`src/rtl/score_display_pkg.sv`:
```
// Shared constants and types for the scoreboard display controller.
package score_display_pkg;

    localparam logic [3:0] DIGIT_WIN  = 4'hA;
    localparam logic [3:0] DIGIT_LOSE = 4'hE;
    localparam int         CONV_STEPS = 8;

    typedef enum logic [1:0] {IDLE, CONVERT, LATCH} conv_state_e;
    typedef enum logic [1:0] {MODE_SCORE, MODE_WIN, MODE_LOSE} disp_mode_e;

    function automatic logic [7:0] clamp_score(input logic [7:0] score, input logic [7:0] max_score);
        return (score > max_score) ? max_score : score;
    endfunction

endpackage

```
`src/rtl/score_display_controller_bcd.sv`:
```
// Sequential double-dabble: 8-bit binary (<=99) to two BCD digits, one shift per clock.
//   state   | meaning
//   IDLE    | waiting for start
//   CONVERT | add-3/shift, one step per clock, CONV_STEPS steps
//   LATCH   | result valid on tens/ones, done=1 for this cycle; start here chains a new value
module bcd_double_dabble_seq
    import score_display_pkg::*;
(
    input  logic       clk,
    input  logic       rst_l,
    input  logic       start,
    input  logic [7:0] value,
    output logic       done,
    output logic [3:0] tens,
    output logic [3:0] ones
);

    localparam int                STEP_W    = $clog2(CONV_STEPS);
    localparam logic [STEP_W-1:0] LAST_STEP = STEP_W'(CONV_STEPS - 1);

    conv_state_e       state_q, state_d;
    logic [STEP_W-1:0] step_q, step_d;
    logic [15:0]       sr_q, sr_d;
    logic [15:0]       adj;

    always_comb begin
        state_d = state_q;
        step_d  = step_q;
        sr_d    = sr_q;
        adj     = sr_q;
        if (adj[11:8] >= 4'd5)  adj[11:8]  = adj[11:8] + 4'd3;
        if (adj[15:12] >= 4'd5) adj[15:12] = adj[15:12] + 4'd3;
        case (state_q)
            CONVERT: begin
                sr_d = adj << 1;
                if (step_q == LAST_STEP) state_d = LATCH;
                else                     step_d  = step_q + STEP_W'(1);
            end
            default: begin
                if (start) begin
                    sr_d    = {8'd0, value};
                    step_d  = '0;
                    state_d = CONVERT;
                end else begin
                    state_d = IDLE;
                end
            end
        endcase
    end

    always_ff @(posedge clk) begin
        if (!rst_l) begin
            state_q <= IDLE;
            step_q  <= '0;
            sr_q    <= '0;
        end else begin
            state_q <= state_d;
            step_q  <= step_d;
            sr_q    <= sr_d;
        end
    end

    assign done = (state_q == LATCH);
    assign tens = sr_q[15:12];
    assign ones = sr_q[11:8];

endmodule

```
`src/rtl/score_display_controller.sv`:
```
// Scoreboard sequencer: queues score conversions, selects score/win/lose codes
// and blinks the win/lose codes.
module score_display_controller
    import score_display_pkg::*;
#(
    parameter int BLINK_CLKS = 6250000,
    parameter int SCORE_MAX  = 99
) (
    input  logic       i_Clk,
    input  logic       i_Rst_L,
    input  logic [7:0] i_Score,
    input  logic       i_Score_Valid,
    input  logic       i_Game_Win,
    input  logic       i_Game_Lose,
    output logic [3:0] o_Digit_Tens,
    output logic [3:0] o_Digit_Ones,
    output logic       o_Blank,
    output logic       o_Busy
);

    localparam int               CNT_W      = $clog2(BLINK_CLKS);
    localparam logic [CNT_W-1:0] BLINK_LAST = CNT_W'(BLINK_CLKS - 1);
    localparam logic [7:0]       SCORE_CAP  = 8'(SCORE_MAX);

    logic [7:0]       score_in;
    logic             eng_start, eng_done;
    logic [7:0]       eng_value;
    logic [3:0]       eng_tens, eng_ones;

    logic             busy_q, busy_d;
    logic             slot_vld_q, slot_vld_d;
    logic [7:0]       slot_val_q, slot_val_d;
    logic [3:0]       score_tens_q, score_tens_d, score_ones_q, score_ones_d;
    disp_mode_e       mode_q, mode_d;
    logic [CNT_W-1:0] blink_cnt_q, blink_cnt_d;
    logic             blank_q, blank_d;
    logic [3:0]       digit_tens_q, digit_tens_d, digit_ones_q, digit_ones_d;

    assign score_in = clamp_score(i_Score, SCORE_CAP);

    bcd_double_dabble_seq u_bcd (
        .clk   (i_Clk),
        .rst_l (i_Rst_L),
        .start (eng_start),
        .value (eng_value),
        .done  (eng_done),
        .tens  (eng_tens),
        .ones  (eng_ones)
    );

    always_comb begin
        eng_start    = 1'b0;
        eng_value    = score_in;
        busy_d       = busy_q;
        slot_vld_d   = slot_vld_q;
        slot_val_d   = slot_val_q;
        score_tens_d = score_tens_q;
        score_ones_d = score_ones_q;

        if (!busy_q) begin
            if (i_Score_Valid) begin
                eng_start = 1'b1;
                busy_d    = 1'b1;
            end
        end else if (eng_done) begin
            score_tens_d = eng_tens;
            score_ones_d = eng_ones;
            // A valid arriving on the latch cycle is newer than the slot, so it wins.
            if (i_Score_Valid) begin
                eng_start  = 1'b1;
                slot_vld_d = 1'b0;
            end else if (slot_vld_q) begin
                eng_start  = 1'b1;
                eng_value  = slot_val_q;
                slot_vld_d = 1'b0;
            end else begin
                busy_d = 1'b0;
            end
        end else if (i_Score_Valid) begin
            slot_vld_d = 1'b1;
            slot_val_d = score_in;
        end

        if (i_Game_Lose)     mode_d = MODE_LOSE;
        else if (i_Game_Win) mode_d = MODE_WIN;
        else                 mode_d = MODE_SCORE;

        blink_cnt_d = blink_cnt_q;
        blank_d     = blank_q;
        if (mode_d != mode_q || mode_d == MODE_SCORE) begin
            blink_cnt_d = '0;
            blank_d     = 1'b0;
        end else if (blink_cnt_q == BLINK_LAST) begin
            blink_cnt_d = '0;
            blank_d     = ~blank_q;
        end else begin
            blink_cnt_d = blink_cnt_q + CNT_W'(1);
        end

        case (mode_d)
            MODE_LOSE: begin digit_tens_d = DIGIT_LOSE; digit_ones_d = DIGIT_LOSE; end
            MODE_WIN:  begin digit_tens_d = DIGIT_WIN;  digit_ones_d = DIGIT_WIN;  end
            default:   begin digit_tens_d = score_tens_q; digit_ones_d = score_ones_q; end
        endcase
    end

    always_ff @(posedge i_Clk) begin
        if (!i_Rst_L) begin
            busy_q       <= 1'b0;
            slot_vld_q   <= 1'b0;
            slot_val_q   <= '0;
            score_tens_q <= '0;
            score_ones_q <= '0;
            mode_q       <= MODE_SCORE;
            blink_cnt_q  <= '0;
            blank_q      <= 1'b0;
            digit_tens_q <= '0;
            digit_ones_q <= '0;
        end else begin
            busy_q       <= busy_d;
            slot_vld_q   <= slot_vld_d;
            slot_val_q   <= slot_val_d;
            score_tens_q <= score_tens_d;
            score_ones_q <= score_ones_d;
            mode_q       <= mode_d;
            blink_cnt_q  <= blink_cnt_d;
            blank_q      <= blank_d;
            digit_tens_q <= digit_tens_d;
            digit_ones_q <= digit_ones_d;
        end
    end

    assign o_Digit_Tens = digit_tens_q;
    assign o_Digit_Ones = digit_ones_q;
    assign o_Blank      = blank_q;
    assign o_Busy       = busy_q;

endmodule

```
`config.mk`:
```
export PLATFORM = sky130hd
export DESIGN_NAME = score_display_controller
export DESIGN_NICKNAME = d
export VERILOG_FILES = /design/src/rtl/score_display_pkg.sv /design/src/rtl/score_display_controller_bcd.sv /design/src/rtl/score_display_controller.sv
export SDC_FILE = /design/constraint.sdc
export NUM_CORES = 1
export LEC_CHECK = 0
export CAP_MARGIN = 5
export CORE_MARGIN = 2
export CORE_UTILIZATION = 60
export DETAILED_ROUTE_END_ITERATION = 6
export MAX_ROUTING_LAYER = met4
export PLACE_DENSITY = 0.77
export REMOVE_ABC_BUFFERS = 1
export SYNTH_ARGS = -nofsm -noshare
export SYNTH_HDL_FRONTEND = slang
export SYNTH_HIERARCHICAL = 1
export SYNTH_SLANG_ARGS = --single-unit
```
`constraint.sdc`:
```
create_clock -name i_Clk -period 5.69 [get_ports i_Clk]
set_input_delay 1.707 -clock i_Clk [delete_from_list [all_inputs] [get_ports i_Clk]]
set_output_delay 1.707 -clock i_Clk [all_outputs]
set_load 0.02 [all_outputs]
```
# --- After elaboration in Yosys (flattened, before gate mapping) ---
# Cells that the tools add are included.
totals:
  memories: 0
  elab_cells: 72
  ff_bits: 73
  output_inout_bits: 10
  in_bits: 13
  ram_bits: 0
  latchBits: 0
  mem_bits_ro: 0
classes:
  n_bitwise: 3
  n_lt_le_gt_ge: 3
  reduce_logical: 11
  n_eq_ne: 9
  div_mod_pow: 0
  addsub: 4
  mul: 0
  shifts: 0
  mux: 28
ops:
  columns: ["operator", "count"]
  rows:
  - ["8-bit two-way mux", 5]
  - ["16-bit two-way mux", 2]
  - ["23-bit by 1-bit adder with 23-bit output, second input constant", 1]
  - ["23-bit == test, second input constant", 1]
  - ["4-bit case mux with 2 select lines", 2]
  - ["3-bit two-way mux", 4]
  - ["1-bit two-way mux", 11]
  - ["4-bit by 3-bit greater-or-equal comparator with 1-bit output, second input constant", 2]
  - ["8-bit by 7-bit > comparator with 1-bit output, second input constant", 1]
  - ["2-bit two-way mux", 3]
  - ["2-bit AND reduction", 3]
  - ["4-bit by 2-bit adder with 4-bit output, second input constant", 1]
  - ["2-bit by 1-bit == test with 1-bit output, second input constant", 2]
  - ["2-bit == test, second input constant", 2]
  - ["4-bit two-way mux", 1]
  - ["2-bit nonzero test", 2]
  - ["2-bit OR reduction", 2]
  - ["3-bit by 1-bit adder with 3-bit output, second input constant", 1]
  - ["3-bit by 2-bit adder with 3-bit output, second input constant", 1]
  - ["3-bit == test, second input constant", 1]
  - ["1-bit NOT", 3]
  - ["3-bit AND reduction", 1]
  - ["3-bit OR reduction", 1]
  - ["2-bit zero test", 1]
  - ["other kinds (4)", 4]

# --- Depth between registers and ports, before layout ---
# Gate-level depths: netlist (run 1).
logic_depth:
  depth_word: 8
  depth_mapped: 9
  depth_no_buf: 7

# --- By module ---
# Netlist (run 1), hierarchy kept.
by_module_without_submodules:
  columns: ["mod", "n_inst", "area_per_inst_um2", "cells_each"]
  rows:
  - ["score_display_controller", 1, 2222.1, 261]
  - ["bcd_double_dabble_seq", 1, 1061.0, 106]

# --- Least setup slack after synthesis (run 1) ---
# No wires, ideal clock.
synth_timing:
  path_type: "in2reg"
  startpoint: "in i_Game_Win"
  endpoint: "reg blink_cnt_q[18]"
  t_arrival_ns: 2.644
  required_ns: 5.620
  cell_stages: 6
  slack_ns: 2.976
  cell_sequence: "clkbuf_1 -> nand4bb_1 -> a21boi_0 -> o21ai_2 -> buf_2 -> a21oi_1"
synth_between:
  elab_chain_len: 5
  elab_cells_between_ends: 6
  cone_classes: "eq/ne (1); mux (2); reduce/logical (3)"
synth_lines:
  columns: ["element", "line_no", "source"]
  rows:
  - ["start, declared", "score_display_controller.sv:13", "input logic i_Game_Win,"]
  - ["1-bit two-way mux *", "score_display_controller.sv:85", "else if (i_Game_Win) mode_d = MODE_WIN;"]
  - ["2-bit two-way mux *", "score_display_controller.sv:84", "if (i_Game_Lose) mode_d = MODE_LOSE;"]
  - ["2-bit != test or 2-bit zero test (tied branches)", "score_display_controller.sv:90", "if (mode_d != mode_q || mode_d == MODE_SCORE) begin"]
  - ["1-bit logical OR *", "score_display_controller.sv:90", null]
  - ["3-bit OR reduction (no line) *", null, null]
  - ["end signal, assigned", "score_display_controller.sv:126", "blink_cnt_q <= blink_cnt_d;"]
  - ["end, declared", "score_display_controller.sv:35", "logic [CNT_W-1:0] blink_cnt_q, blink_cnt_d;"]
# Mark *: on every way between the ends. The rest lies on a longest branch, timed or not.
# A chain may end at the register's enable or synchronous reset.

# --- Worst setup path after layout (run 1) ---
layout_timing:
  startpoint: "in i_Score_Valid"
  endpoint: "reg u_bcd.sr_q[11]"
layout_between:
  elab_chain_len: 4
  elab_cells_between_ends: 5
  cone_classes: "mux (4); reduce/logical (1)"
layout_lines:
  columns: ["element", "line_no", "source"]
  rows:
  - ["start, declared", "score_display_controller.sv:12", "input logic i_Score_Valid,"]
  - ["1-bit two-way mux", "score_display_controller.sv:69", "if (i_Score_Valid) begin"]
  - ["1-bit two-way mux", "score_display_controller.sv:65", "end else if (eng_done) begin"]
  - ["1-bit two-way mux *", "score_display_controller.sv:60", "if (!busy_q) begin"]
  - ["net eng_start", "score_display_controller.sv:26", "logic eng_start, eng_done;"]
  - ["2-bit nonzero test (no line) *", null, null]
  - ["end signal, assigned", "score_display_controller_bcd.sv:59", "sr_q <= sr_d;"]
  - ["end, declared", "score_display_controller_bcd.sv:23", "logic [15:0] sr_q, sr_d;"]
# The timed path passes the listed nets; every way through them passes the cells marked *.

==> results of run 1 <==
==> flip-flops by register name, indices dropped and copies added (netlist names) <==
signal,cells
u_bcd/state_q,2
blink_cnt_q,23
u_bcd/step_q,3
o_Digit_Ones,4
o_Busy,1
o_Blank,1
slot_val_q,8
o_Digit_Tens,4
slot_vld_q,1
score_tens_q,4
mode_q,2
score_ones_q,4
u_bcd/sr_q,16
==> placed cells by master, fill, tap and decap left out, types with 5 or more instances in the layout <==
cell | netlist | layout
nand2_1 | 40 | 40
o21ai_0 | 12 | 12
or3_1 | 7 | 7
a21oi_1 | 24 | 24
clkdlybuf4s50_1 | 0 | 22
dfxtp_1 | 73 | 73
nand3_1 | 16 | 16
a21boi_0 | 12 | 12
nor3_1 | 6 | 6
nand4_1 | 5 | 5
nand2b_1 | 5 | 5
xnor2_1 | 13 | 13
clkbuf_8 | 1 | 10
o2bb2ai_1 | 5 | 5
mux2i_1 | 8 | 8
inv_1 | 11 | 11
ha_1 | 7 | 7
nor2_1 | 41 | 41
==> worst reg2reg max path, delay by kind of cell (launching register included) <==
kind             cells  cell delay, ps
AND/OR/NAND/NOR      3            1130
AO/OA/AOI/OAI        1             730
flip-flops           1             370
==> worst min-delay path by stage <==
stage	endpoint	slack, ps	cells past startpoint
2_1_floorplan	u_bcd/sr_q[8]$_SDFFE_PN0P_	430	2
3_3_place_gp	u_bcd/sr_q[8]$_SDFFE_PN0P_	450	2
3_5_place_dp	score_ones_q[2]$_SDFFE_PN0P_	460	2
4_1_cts	score_ones_q[2]$_SDFFE_PN0P_	470	2
5_1_grt	score_ones_q[0]$_SDFFE_PN0P_	500	2
6_report	score_ones_q[2]$_SDFFE_PN0P_	460	2
==> power by group through the flow <==
stage               Combinational [W]  Clock [W]  Sequential, W
global route                0.0000842   0.000429       0.000534
finish                      0.0000768   0.000397       0.000533
detailed placement          0.0000763          0       0.000544
global placement            0.0000744          0       0.000544
CTS                         0.0000771   0.000406       0.000533
floorplan                   0.0000425          0       0.000547
==> layout make-up <==
cell class,instances,area share
sequential,73,0.3963
tap,70,0.02375
multi-input combinational,267,0.4537
inverter,11,0.01120
clock buffer,11,0.03834
timing repair buffer,23,0.06176
clock inverter,5,0.01493
==> kinds of logic after synthesis <==
kind of cell / after synthesis / share of synthesized area
DFF: 73 / 0.4451
AOI/OAI and AO/OA: 73 / 0.1502
and+or+nand+nor: 160 / 0.2561
adders and majority gates: 7 / 0.02668
muxes: 10 / 0.03125
xor gates and xnor gates: 17 / 0.04535
buffers and inverters: 27 / 0.04535
==> metal layers <==
| layer | wire length (µm) | track usage | up-vias |
|---|---|---|---|
| li1 | - | - | 1316 |
| met1 | 2847 | 0.2699 | 1160 |
| met2 | 2905 | 0.3698 | 50 |
| met3 | 232 | 0.04535 | 8 |
| met4 | 86 | 0.09474 | 0 |
| met5 | 0 | - | - |
==> through the flow <==
stage	instance area, µm²	std cells	util	hold slack, ps	total power [W]
after floorplan	3176	351	-	431.2	0.0005892
after global placement	3491	444	0.6707	445.8	0.0006184
after detailed placement	3491	444	0.6707	455.2	0.0006204
after CTS	3687	460	0.7084	465.5	0.001016
after global routing	3687	460	0.7084	495.2	0.001047
final	3687	460	0.7084	460.2	0.001007
==> impl_results.md, run 1 <==
* Row count at 26
* Hold crit path type: register to register
* CP Depth at 6
* Congestion Overflow GR at 0
* Post-DRT Antenna Nets at 0
* Core area at 0.005205 mm²
* Sw frac at 0.2330
* Final WS setup at 2111 ps
* CP startpoint: i_Score_Valid
* # DRC at 0
* Post-synth EDFFs at 0
* Clock root buffer: clkbuf_8
* Peak VDD IR at about 0.00018 V
* Pwr/cell area at 273.0 mW/mm²
* Mapped Area at around 0.0033 mm²
* CTS tree: done
* DIE HEIGHT at ~78 µm
* Initial antenna violation count at 0
* Slowest CP cell: nor2_1
* Register area share after synthesis at 0.4451
* Post-CTS setup buffers at 0
* CTS resizes at 0
* Multi-input gate area at 0.001673 mm²
* CP Class: input port to register
* Flop pwr share at 0.529
* Crit-path leading delay family: simple AND/OR/NAND/NOR gates
* Setup TNS at 0 ps
* Total clock buffers created by CTS at 9
* Worst-Margin Slew at 1215 ps
* Ys flop type: dfxtp_1
* Hold Startpoint: score_ones_q[2]$_SDFFE_PN0P_
* IO Count at 23
* Tcrit/Tclk final at 0.6290
* Vias in the first global route at 2,400
* Leakage power figure at around 1.3 nW
* Reg2Reg Capture Point: blink_cnt_q[6]$_SDFF_PP0_
* Crit path to: u_bcd/sr_q[11]$_SDFFE_PN0P_
* Sequential cell area at 0.001461 mm²
* Synthesis-stage register bit count at 73
* WP buf/inv at 1
* CP cell instances: clkdlybuf4s50_1 -> a21oi_1 -> nor2_1 -> nor2_1 -> o21ai_0 -> a21oi_1
* Setup Viol. Count Final at 0
* Outcome: complete, no violations
* Vias per cell at between 5 and 6
* Post-synthesis cell type count at 53
* Final layout net count at 405
* Combinational share of power at 0.076
* Port bufs at 22
* Syn-to-layout area delta at 12.31%
* Min Tclk post-route at around 3600 ps
* Required @ worst endpoint at ~5900 ps
* Largest cells by area after synthesis: dfxtp_1, nor2_1, nand2_1
* Post-synth top area share at 0.4451
* Worst Setup End Kind: register
* Share of cells above drive strength 1 at 0.08205
* Wirelength per Cell at 13.20 µm
* Antenna Cells at 0
* Peak Freq at 279.4 MHz
* Ys async rst share at 0
* Largest area contributor in the netlist: dfxtp_1
* Flop2flop setup slack at 3320 ps
* Pin count of the biggest net entering global routing at 35
* Clk pwr share at 0.394
* Max-slew violations at 0
* Syn Inst Count at 367
* Die span in x at 77.97 µm
* DIE AREA at 0.006079 mm²
* Final-report hold violation count at 0
* Top-count cell post-synth: dfxtp_1
* FILL cells at 436
* TritonCTS sink count at 73
* Internal power at 0.0007720 W
* Pre-CTS setup slack at between 1500 and 2000 ps
* Synth top cells by count: dfxtp_1, nor2_1, nand2_1
* GRT Resource Usage Total at 0.2251
* CTS Hold Bufs at 0
* Reg2reg start: blink_cnt_q[8]$_SDFF_PP0_
* Clk_lat worst skew at about 340 ps
* TritonRoute pass-1 iters at 5
* Total Routed Length at 6071 µm
* CP max stage delay at ~900 ps
* Crit-path max FO at 12
* First-pass GRT wire length at 10,580 µm
* Psw at 0.0002346 W
* Reg2reg path depth at 4
* Max-Cap Viols at 0
* H-tree levels at 3
* Setup Skew at 4.823 ps
* Gpl congestion at 0.8505
* Detailed placement HPWL at 4110 µm
* Initial Util at 0.6308
* Clock buffer depth at 2
* First DRT Iteration DRCs at ~120
* Relative slew slack at 0.1867
* CP Launch Type: input port
* Arrival time worst endpoint at about 3800 ps
* Via count at 2,534
* Syn_area_per_cell at 8.946 µm²
* Yosys Warn Count at 6
* Reg clk slew, reported paths at ~70 ps
* RSZ-0062 raised after global routing: no
Power figures use the tool's default switching activity.
==> run 2, diff against run 1 <==
--- a/config.mk
+++ b/config.mk
@@ -7,10 +7,10 @@
 export LEC_CHECK = 0
 export CAP_MARGIN = 5
 export CORE_MARGIN = 2
-export CORE_UTILIZATION = 60
+export CORE_UTILIZATION = 52
 export DETAILED_ROUTE_END_ITERATION = 6
 export MAX_ROUTING_LAYER = met4
-export PLACE_DENSITY = 0.77
+export PLACE_DENSITY = 0.71
 export REMOVE_ABC_BUFFERS = 1
 export SYNTH_ARGS = -nofsm -noshare
 export SYNTH_HDL_FRONTEND = slang
==> constraint.sdc (replaced) <==
create_clock -name i_Clk -period 3.03 [get_ports i_Clk]
set_input_delay 0.909 -clock i_Clk [delete_from_list [all_inputs] [get_ports i_Clk]]
set_output_delay 0.909 -clock i_Clk [all_outputs]
set_load 0.02 [all_outputs]
==> run 2 against run 1 <==
  * Critical path depth fell by 5
  * Power rose by 81%
  * Clock-buffer cell count rose by 3
  * First-iteration DRC count fell by 14%
  * Final cell count rose by 2.0%
  * Setup slack got worse by 1400 ps
  * Worst hold slack got worse by 2.1 ps
  * Core utilization fell by 9.4 points
  * Non-clock buffer count rose by 4
  * Sequential cell count did not move
==> impl_results.md, run 2 (synthesis gave the netlist of run 1 again) <==
* Tcrit/Tclk final at 0.7720
* Total clock buffers created by CTS at 9
* Final layout net count at about 410
* Most frequent cells in the layout: dfxtp_1, nor2_1, nand2_1
* Min Tclk post-route at approximately 2300 ps
* Hold crit path type: register to register
* Clk_lat worst skew at 350 ps
* DIE AREA at 0.006966 mm²
* Initial antenna violation count at 0
* Pre-CTS setup slack at approximately 500 ps
* Crit-path max FO at 7
* CP max stage delay at around 650 ps
* TritonCTS sink count at 73
* Pin count of the biggest net entering global routing at 23
* Initial Util at 0.5449
* RSZ-0062 raised after global routing: no
* Share of cells above drive strength 1 at 0.08629
* Final WS setup at a little under 700 ps
* Port bufs at 22
* WP buf/inv at 1
* TritonRoute pass-1 iters at 4
* Antenna Cells at 0
* Syn-to-layout area delta at 12.77%
* Required @ worst endpoint at about 2100 ps
* CTS Hold Bufs at 0
* Clock root buffer: clkbuf_8
* Total Routed Length at approximately 6100 µm
* Max-Cap Viols at 0
* PnR Total Power at between 0.0015 and 0.002 W
* Via count at between 2,000 and 3,000
* First-pass GRT wire length at 10,520 µm
* Clock buffer depth at 2
* H-tree levels at 3
* Peak Freq at 427.5 MHz
* Worst-Margin Slew at 894.0 ps
* Post-CTS setup buffers at 0
* DIE HEIGHT at between 80 and 90 µm
* Vias in the first global route at 2,388
* Max-slew violations at 0
* Register bank with the most flops: blink_cnt_q
* GRT Resource Usage Total at 0.1902
* Row count at 28
* Slowest CP cell: clkdlybuf4s50_1
* Largest regs: blink_cnt_q: 23 flops, u_bcd/sr_q: 16 flops, slot_val_q: 8 flops
* Leakage power figure at 1.299 nW
* Vias per cell at between 5 and 6
* Worst Setup End Kind: output pin
* FILL cells at 549
* Core area at about 0.006 mm²
* CP cell instances: clkdlybuf4s50_1
* Pwr/cell area at about 490 mW/mm²
* CP Class: register to output pin
* Relative slew slack at 0.4039
* CTS resizes at 0
* # DRC at 0
* Detailed placement HPWL at 4345 µm
* Setup Viol. Count Final at 0
* Die span in x at 83.46 µm
* Flop2flop setup slack at between 700 and 800 ps
* Setup Skew at 12.08 ps
* Gpl congestion at 0.8078
* Peak VDD IR at 0.0003831 V
* Outcome: complete, no violations
* Crit-path leading delay family: buffers and inverters
* Congestion Overflow GR at 0
* Final-report hold violation count at 0
* Arrival time worst endpoint at around 1400 ps
* Reg clk slew, reported paths at 70 ps
* Wirelength per Cell at 13.05 µm
* CTS tree: done
* Most common cell after layout, fill and taps aside: dfxtp_1
* IO Count at 23
* CP Launch Type: register
* Worst hold margin at about 460 ps
* Post-DRT Antenna Nets at 0
* Setup TNS at 0 ps
* First DRT Iteration DRCs at 101
* Max reg flops at 23
## run 2: changes by cell type in the layout (fill, tap and decap cells not counted), sizes merged
cell and change:
bufinv -1, clkinvlp -1, clkbuf +3, buf +4
clkinv -1
## run 2: where the power goes
| part | switching (W) | total [W] | internal [W] |
|---|---|---|---|
| combinational | 0.0000805 | 0.000149 | 0.0000682 |
| sequential | 0.0000159 | 0.00100 | 0.000985 |
| clock | 0.000334 | 0.000676 | 0.000342 |
| total | 0.000431 | 0.00183 | 0.00140 |
## run 2: layout make-up
class / count / area [µm²] / share of cell area
Sequential cell: 73 / 1461 / 0.3947
Multi-Input combinational cell: 267 / 1673 / 0.4518
Clock inverter: 2 / 12.51 / 0.003380
Timing Repair Buffer: 27 / 257.7 / 0.06962
Inverter: 11 / 41.29 / 0.01115
Clock buffer: 14 / 162.7 / 0.04393
Tap cell: 75 / 93.84 / 0.02535
## run 2: metrics by stage
step / instances / util / instance area [µm²]
floorplan: 351 / - / 3176
global placement: 453 / 0.5853 / 3527
detailed placement: 453 / 0.5853 / 3527
CTS: 469 / 0.6144 / 3702
global route: 469 / 0.6144 / 3702
finish: 469 / 0.6144 / 3702
## run 2: routing by layer
| layer | global-route usage | routed length, µm | vias to the layer above |
|---|---|---|---|
| met5 | - | 0 | - |
| met3 | 0.06825 | 167 | 6 |
| met4 | 0.06598 | 78 | 0 |
| met1 | 0.2375 | 3061 | 1176 |
| met2 | 0.2867 | 2815 | 33 |
| li1 | - | - | 1329 |
## run 2: worst paths after layout
path	endpoint	cells past startpoint	startpoint
max reg2reg	blink_cnt_q[14]$_SDFF_PP0_	4	blink_cnt_q[8]$_SDFF_PP0_
min reg2reg	score_tens_q[0]$_SDFFE_PN0P_	2	score_tens_q[0]$_SDFFE_PN0P_
max	o_Busy	1	o_Busy$_SDFF_PN0_
min	score_tens_q[0]$_SDFFE_PN0P_	2	score_tens_q[0]$_SDFFE_PN0P_
